--- src/rtl/phy_rx_lane_align.sv ---
`default_nettype none
// +--------------------------------------------------------------------------+
// | Module      : phy_rx_lane_align                                          |
// | Description : Two-lane serial PHY receive alignment controller. Each    |
// |               lane hunts for the COM character in its raw bit stream,   |
// |               confirms LOCK_COUNT boundary-aligned COMs, then tracks    |
// |               symbol boundaries until MAX_GAP consecutive boundary      |
// |               symbols arrive without a COM.                             |
// | Ports       : clk_8f      bit clock, one serial bit per lane per edge   |
// |               reset       asynchronous active-high reset                |
// |               enable      global enable, low holds both lanes in SEARCH |
// |               in_0/in_1   serial data (MSB first) for lane 0/1          |
// |               active_0/1  lane locked                                   |
// |               boundary_0/1 one-cycle pulse on a symbol-completing edge  |
// |                           while locked                                  |
// |               rx_enable   enable & active_0 & active_1                  |
// | Revision    : 1.0 - initial release                                      |
// +--------------------------------------------------------------------------+
module phy_rx_lane_align #(
  parameter logic [7:0] COM        = 8'hBC,
  parameter int         LOCK_COUNT = 4,
  parameter int         MAX_GAP    = 16
) (
  input  logic clk_8f,
  input  logic reset,
  input  logic enable,
  input  logic in_0,
  input  logic in_1,
  output logic active_0,
  output logic active_1,
  output logic boundary_0,
  output logic boundary_1,
  output logic rx_enable
);

  localparam logic [3:0] c_lock_count = 4'(LOCK_COUNT);
  localparam logic [7:0] c_max_gap    = 8'(MAX_GAP);

  typedef enum logic [1:0] {
    SEARCH = 2'd0,
    CHECK  = 2'd1,
    LOCKED = 2'd2
  } lane_state_t;

  logic [1:0] w_in;
  assign w_in = {in_1, in_0};

  generate
    for (genvar gi = 0; gi < 2; gi++) begin : g_lane
      lane_state_t r_state;
      logic [7:0]  r_sr;
      logic [2:0]  r_bit_cnt;
      logic [3:0]  r_com_cnt;
      logic [7:0]  r_gap_cnt;
      logic        r_active;
      logic        r_boundary;

      logic [7:0]  w_sr_next;
      logic        w_match;
      logic        w_at_boundary;

      // The match includes the bit being sampled on this edge, so a COM is
      // recognised on the very edge that completes it.
      assign w_sr_next     = {r_sr[6:0], w_in[gi]};
      assign w_match       = (w_sr_next == COM);
      assign w_at_boundary = (r_bit_cnt == 3'd7);

      always_ff @(posedge clk_8f or posedge reset) begin
        if (reset) begin
          r_state    <= SEARCH;
          r_sr       <= '0;
          r_bit_cnt  <= '0;
          r_com_cnt  <= '0;
          r_gap_cnt  <= '0;
          r_active   <= 1'b0;
          r_boundary <= 1'b0;
        end else if (!enable) begin
          r_state    <= SEARCH;
          r_sr       <= '0;
          r_bit_cnt  <= '0;
          r_com_cnt  <= '0;
          r_gap_cnt  <= '0;
          r_active   <= 1'b0;
          r_boundary <= 1'b0;
        end else begin
          r_sr       <= w_sr_next;
          r_boundary <= 1'b0;
          case (r_state)
            SEARCH: begin
              r_bit_cnt <= 3'd0;
              if (w_match) begin
                r_state   <= CHECK;
                r_com_cnt <= 4'd1;
              end
            end

            CHECK: begin
              r_bit_cnt <= r_bit_cnt + 3'd1;
              // Only boundary edges are judged; a false COM straddling two
              // symbols is ignored.
              if (w_at_boundary) begin
                if (w_match) begin
                  if (r_com_cnt + 4'd1 == c_lock_count) begin
                    r_state    <= LOCKED;
                    r_com_cnt  <= c_lock_count;
                    r_gap_cnt  <= 8'd0;
                    r_active   <= 1'b1;
                    r_boundary <= 1'b1;
                  end else begin
                    r_com_cnt <= r_com_cnt + 4'd1;
                  end
                end else begin
                  // Hunting resumes on the following edge, not this one.
                  r_state   <= SEARCH;
                  r_com_cnt <= 4'd0;
                  r_bit_cnt <= 3'd0;
                end
              end
            end

            LOCKED: begin
              r_bit_cnt <= r_bit_cnt + 3'd1;
              if (w_at_boundary) begin
                if (w_match) begin
                  r_gap_cnt  <= 8'd0;
                  r_boundary <= 1'b1;
                end else if (r_gap_cnt + 8'd1 == c_max_gap) begin
                  r_state   <= SEARCH;
                  r_active  <= 1'b0;
                  r_bit_cnt <= 3'd0;
                  r_com_cnt <= 4'd0;
                  r_gap_cnt <= 8'd0;
                end else begin
                  r_gap_cnt  <= r_gap_cnt + 8'd1;
                  r_boundary <= 1'b1;
                end
              end
            end

            default: begin
              r_state   <= SEARCH;
              r_bit_cnt <= 3'd0;
              r_com_cnt <= 4'd0;
              r_gap_cnt <= 8'd0;
              r_active  <= 1'b0;
            end
          endcase
        end
      end
    end
  endgenerate

  assign active_0   = g_lane[0].r_active;
  assign active_1   = g_lane[1].r_active;
  assign boundary_0 = g_lane[0].r_boundary;
  assign boundary_1 = g_lane[1].r_boundary;
  assign rx_enable  = enable & active_0 & active_1;

endmodule
`default_nettype wire
--- config.mk ---
export PLATFORM = sky130hd
export DESIGN_NAME = phy_rx_lane_align
export DESIGN_NICKNAME = d
export VERILOG_FILES = /design/src/rtl/phy_rx_lane_align.sv
export SDC_FILE = /design/constraint.sdc
export NUM_CORES = 1
export LEC_CHECK = 0
export CAP_MARGIN = 20
export CORE_UTILIZATION = 55
export CTS_CLUSTER_DIAMETER = 40
export DETAILED_ROUTE_END_ITERATION = 16
export PLACE_DENSITY = 0.73
export RECOVER_POWER = 100
export SLEW_MARGIN = 30
export SYNTH_ARGS = -nofsm -noshare
export SYNTH_HDL_FRONTEND = slang
export SYNTH_SLANG_ARGS = --single-unit
--- constraint.sdc ---
create_clock -name clk_8f -period 5.2 [get_ports clk_8f]
set_input_delay 0.78 -clock clk_8f [delete_from_list [all_inputs] [get_ports clk_8f]]
set_output_delay 0.78 -clock clk_8f [all_outputs]
set_load 0.01 [all_outputs]
# == After elaboration in Yosys (flattened, before gate mapping) ==
# Cells that the tools add are included.
# W data, S select, Z words.
# classes
n_lt_le_gt_ge,0
eq_ne,30
bitwise_logic,2
mul,0
n_reduce_logical,10
mux,100
add_sub_neg,6
div_mod_pow,0
shift,0
# ops
cell,count
$mux W8,14
$mux W4,16
$pmux W8 S3,2
$ne A3 B3 Y1 const B,14
$mux W3,12
$mux W2,16
$mux W1,28
$pmux W4 S3,2
$reduce_and A5 Y1,4
$add A8 B1 Y8 const B,2
$eq A8 B5 Y1 const B,2
$eq A8 B8 Y1 const B,2
$mux W7,2
$reduce_and A7 Y1,2
$pmux W2 S3,2
$pmux W3 S2,2
$reduce_and A6 Y1,2
$add A4 B1 Y4 const B,2
$eq A4 B3 Y1 const B,2
$ne A4 B4 Y1 const B,2
$add A3 B1 Y3 const B,2
$eq A3 B3 Y1 const B,2
$pmux W1 S3,2
$eq A2 B1 Y1 const B,2
5 further kinds,10
# word_totals
rom_bits,0
memories,0
latch_bits,0
ramBits,0
regBits,52
wordCells,162
in_bits,5
out_inout_bits,5

# == Longest topological paths before layout ==
# logic_depth
word_depth,7
depth_mapped,7
depth_no_buf,7

# == Worst setup path before layout ==
# OpenSTA, ideal clock, no wires.
# synth_path
path_kind,in2reg
start,input in_1
end,register g_lane[1].r_gap_cnt[2]
t_arrival_ns,2.164
n_path_buf,0
required_ns,5.078
stages,5
setup_ns,0.122
path_slack_ns,2.915
path_cell_list,or4b_4 -> nor2_8 -> a21boi_2 -> or3_1 -> a32o_1
# synth_between
elab_chain_len,5
elab_cells_between_ends,7
cone_classes,eq/ne: 2; mux: 4; reduce/logical: 1
# synth_rtl
element,line_no,source
"start, declared",28,"input logic in_1,"
$eq A8 B8 Y1 (*),65,assign w_match = (w_sr_next == COM);
$mux W8,124,if (w_match) begin
$mux W8,123,if (w_at_boundary) begin
$pmux W8 S3,88,case (r_state)
$mux W8,77,end else if (!enable) begin
"end signal, assigned",134,r_gap_cnt <= r_gap_cnt + 8'd1;
"end, declared",54,logic [7:0] r_gap_cnt;
# Every way passes the cells marked *; elsewhere a longest branch is shown, timed or not. The select of a mux whose other input is x is not followed.
# A chain may end at the register's enable or synchronous reset.

# == Worst setup path in the final report ==
# layout_path
start,input enable
end,output rx_enable
# layout_between
elab_chain_len,2
# layout_rtl
element,line_no,source
"start, declared",26,"input logic enable,"
$and A1 B1 Y1 (2 in series),157,assign rx_enable = enable & active_0 & active_1;
"end, declared",33,output logic rx_enable
# No other way between the ends.

==> run summary <==
Post-CTS setup buffer count - 0
Total power density per cell area - 237 nW/µm²
Routed len/inst - 14.7 µm
LEAKAGE - 1.47 nW
Ant. Diodes - 0
Number of global-route vias before repair - 2173
Clock Skew - 0.00510 ns
Int Pwr - 0.562 mW
Gr usage total - 22.7%
Port buffer count - 9
CP Max Fanout - 22
Final nets - 334
Violated checks - max-capacitance violations, max-slew violations
CP Launch Type - input port
Synth Area per Inst - 9.94 µm²
PostCTS Resize Cnt - 0
First-pass GRT wire length - 9.90 mm
GP Congestion - 0.811
Flops & latches, synth - 52
Io pins - 10
Hold Slack - 0.435 ns
Outcome - complete, but fails checks
Post-synth top cells - 52 x dfrtp_1, 25 x nand2_1, 21 x and2_1, 19 x inv_1, 17 x ha_1
Worst path required time - 4.42 ns
Crit path cell chain - dlygate4sd3_1 -> and3_1 -> dlygate4sd3_1
Yosys cell types - 65
DP HPWL - 4.03 mm
Top cell family by delay on the critical path - buffers and inverters
Die ar. - 5720 µm²
Post-synth top flop - dfrtp_1
Post-CTS Hold Buffers - 0
Die width - 75.6 µm
Final Critical Period - 3.37 ns
Via count - 2256
Setup TNS - 0 ns
Vias per inst - 5.89
Filler Cell Count - 436
Async set-or-reset flop fraction in the synthesized netlist - 100%
Initial antenna violation count - 0
DP Area - 3150 µm²
Worst Path Buf+Inv - 2
Core ar. - 5170 µm²
Count leader, synth - dfrtp_1
Synthesis-to-layout area growth - 8.39%
Overall power - 0.766 mW
Max-cap violations - 1
CTS Buf Count - 5
Hold Vio Cnt, Final - 0
Setup repair after global routing missed its margin - no
Top cells by area, synth - dfrtp_1 44%, ha_1 7.1%, and2_1 4.4%
Pin count of the biggest net entering global routing - 53
Hold WC Path Type - flip-flop to flip-flop
Crit. End Element - output pin
Clock Latency Late Sink - 0.30 ns
Tcrit/Tclk final - 64.8%
Drt total wl - 5.62 mm
Die Height - 75.6 µm
Slew headroom - -47.4%
DR DRC count - 0
Area leader, netlist - dfrtp_1
Initial drt markers - 104
Seq/Total Area, Yosys - 43.6%
Initial Util - 57.6%
Syn. warnings - 0
CP dominant cell by count - dlygate4sd3_1
Cells after synthesis - 300
Cells after DPL - 375
Reg power frac - 55.2%
Final Setup Violations - 0
Clock-pin slew on the worst setup and hold paths - 0.09 ns
Clock power frac - 31.4%
Setup CP Type - input port to output pin
Floorplan row count - 26
Gate power share - 13.3%
CTS tree - built
Max clock buf depth - 2
Non-filler cells, final - 383
Final Instance Area - 3230 µm²
CTS H-tree lvls - 2
Cell area after synthesis - 2980 µm²
DR pass1 iterations - 4
Post-route ant nets - 0
Fmax - 0.297 GHz
Peak VDD IR - 0.134 mV
Mapped Nets - 322
CP max-delay cell - dlygate4sd3_1
Root buffer cell - clkbuf_8
Congestion Overflow GR - 0
Yosys top cell area share - 43.6%
Clock Sinks - 52
Switching pwr - 0.204 mW
Largest stage delay, worst path - 0.97 ns
Fraction of layout cells with a size suffix above 1 - 6.71%
Worst Tran Pin Value - 2.20 ns
EDFF count, synth - 0
Sw frac - 26.6%
Slew Limit Fails - 53
CP arrival - 2.59 ns
## power groups by stage
stage,combinational [mW],sequential (mW),clock [mW]
after global placement,0.101,0.431,0
final,0.102,0.423,0.241
after global routing,0.117,0.424,0.266
after detailed placement,0.102,0.431,0
after floorplan,0.0796,0.428,0
after CTS,0.103,0.423,0.251
## metrics by stage
step	setup WS, ns	util (%)
after floorplan	2.91	-
after global placement	1.96	60.9
after detailed placement	1.97	60.9
after CTS	1.96	62.8
after global routing	1.66	62.5
final	1.83	62.5
## layer usage
metal | global-route usage (%) | wire length [µm] | vias to the layer above
met5 | 0 | 0 | -
met4 | 4.94 | 34 | 0
met3 | 4.63 | 107 | 4
met2 | 41.3 | 2850 | 28
met1 | 27.8 | 2640 | 1097
li1 | - | - | 1127
## worst register-to-register path: stages (launching register included)
cell      delay [ns]
dfrtp_1         0.47
ha_1            0.28
nand3b_1        0.18
o31ai_2         0.48
a21boi_2        0.12
o21ai_0         0.67
mux2i_1         0.16
## cells by family after synthesis
group | count (synthesis) | share of synthesized area [%]
AND/OR/NAND/NOR | 122 | 24.0
multiplexers | 7 | 2.39
XOR/XNOR | 2 | 0.588
buffers and inverters | 24 | 3.02
flip-flops | 52 | 43.6
AO/OA/AOI/OAI | 76 | 19.3
adder cells (fa/ha/maj) | 17 | 7.13
## path summary, 6_finish.rpt
kind | from | endpoint | slack [ns] | cells after the start
setup / recovery | enable | rx_enable | 1.83 | 3
hold / removal | g_lane[1].r_bit_cnt[0] | g_lane[1].r_bit_cnt[0] | 0.44 | 1
setup reg to reg | g_lane[1].r_com_cnt[0] | g_lane[1].r_gap_cnt[0] | 2.69 | 6
hold reg to reg | g_lane[1].r_bit_cnt[0] | g_lane[1].r_bit_cnt[0] | 0.44 | 1
max in group asynchronous | reset | g_lane[1].r_state[0] | 2.69 | 2
min in group asynchronous | reset | g_lane[1].r_com_cnt[3] | 1.51 | 2
## cell usage in the layout (no fill, tap or decap), drive strengths merged, types with 6 or more instances in the layout
cell	netlist	final
a21oi	9	9
a31oi	6	6
and2	22	22
and3	10	10
clkbuf	4	7
dfrtp	52	52
dlygate4sd3	0	8
ha	17	17
inv	19	18
mux2i	6	6
nand2	25	25
nand3	16	16
nor2	11	11
o21ai	17	17
## area by class of cell
type / count / area (µm²) / share of cell area (%)
clock buffers: 6 / 82.6 / 2.56
clock inverters: 2 / 15.0 / 0.465
inverters: 19 / 72.6 / 2.25
multi-input cells: 224 / 1580 / 48.9
flip-flops and latches: 52 / 1300 / 40.3
well taps: 70 / 87.6 / 2.71
repair buffers: 10 / 93.8 / 2.90
## state kept, by name, indices dropped and copies added (netlist names)
register and flops:
g_lane.r_gap_cnt 16, g_lane.r_sr 14, g_lane.r_com_cnt 8, g_lane.r_bit_cnt 6
g_lane.r_state 4, active_0 1, active_1 1, boundary_0 1
boundary_1 1
(Power assumes the default switching activity.)
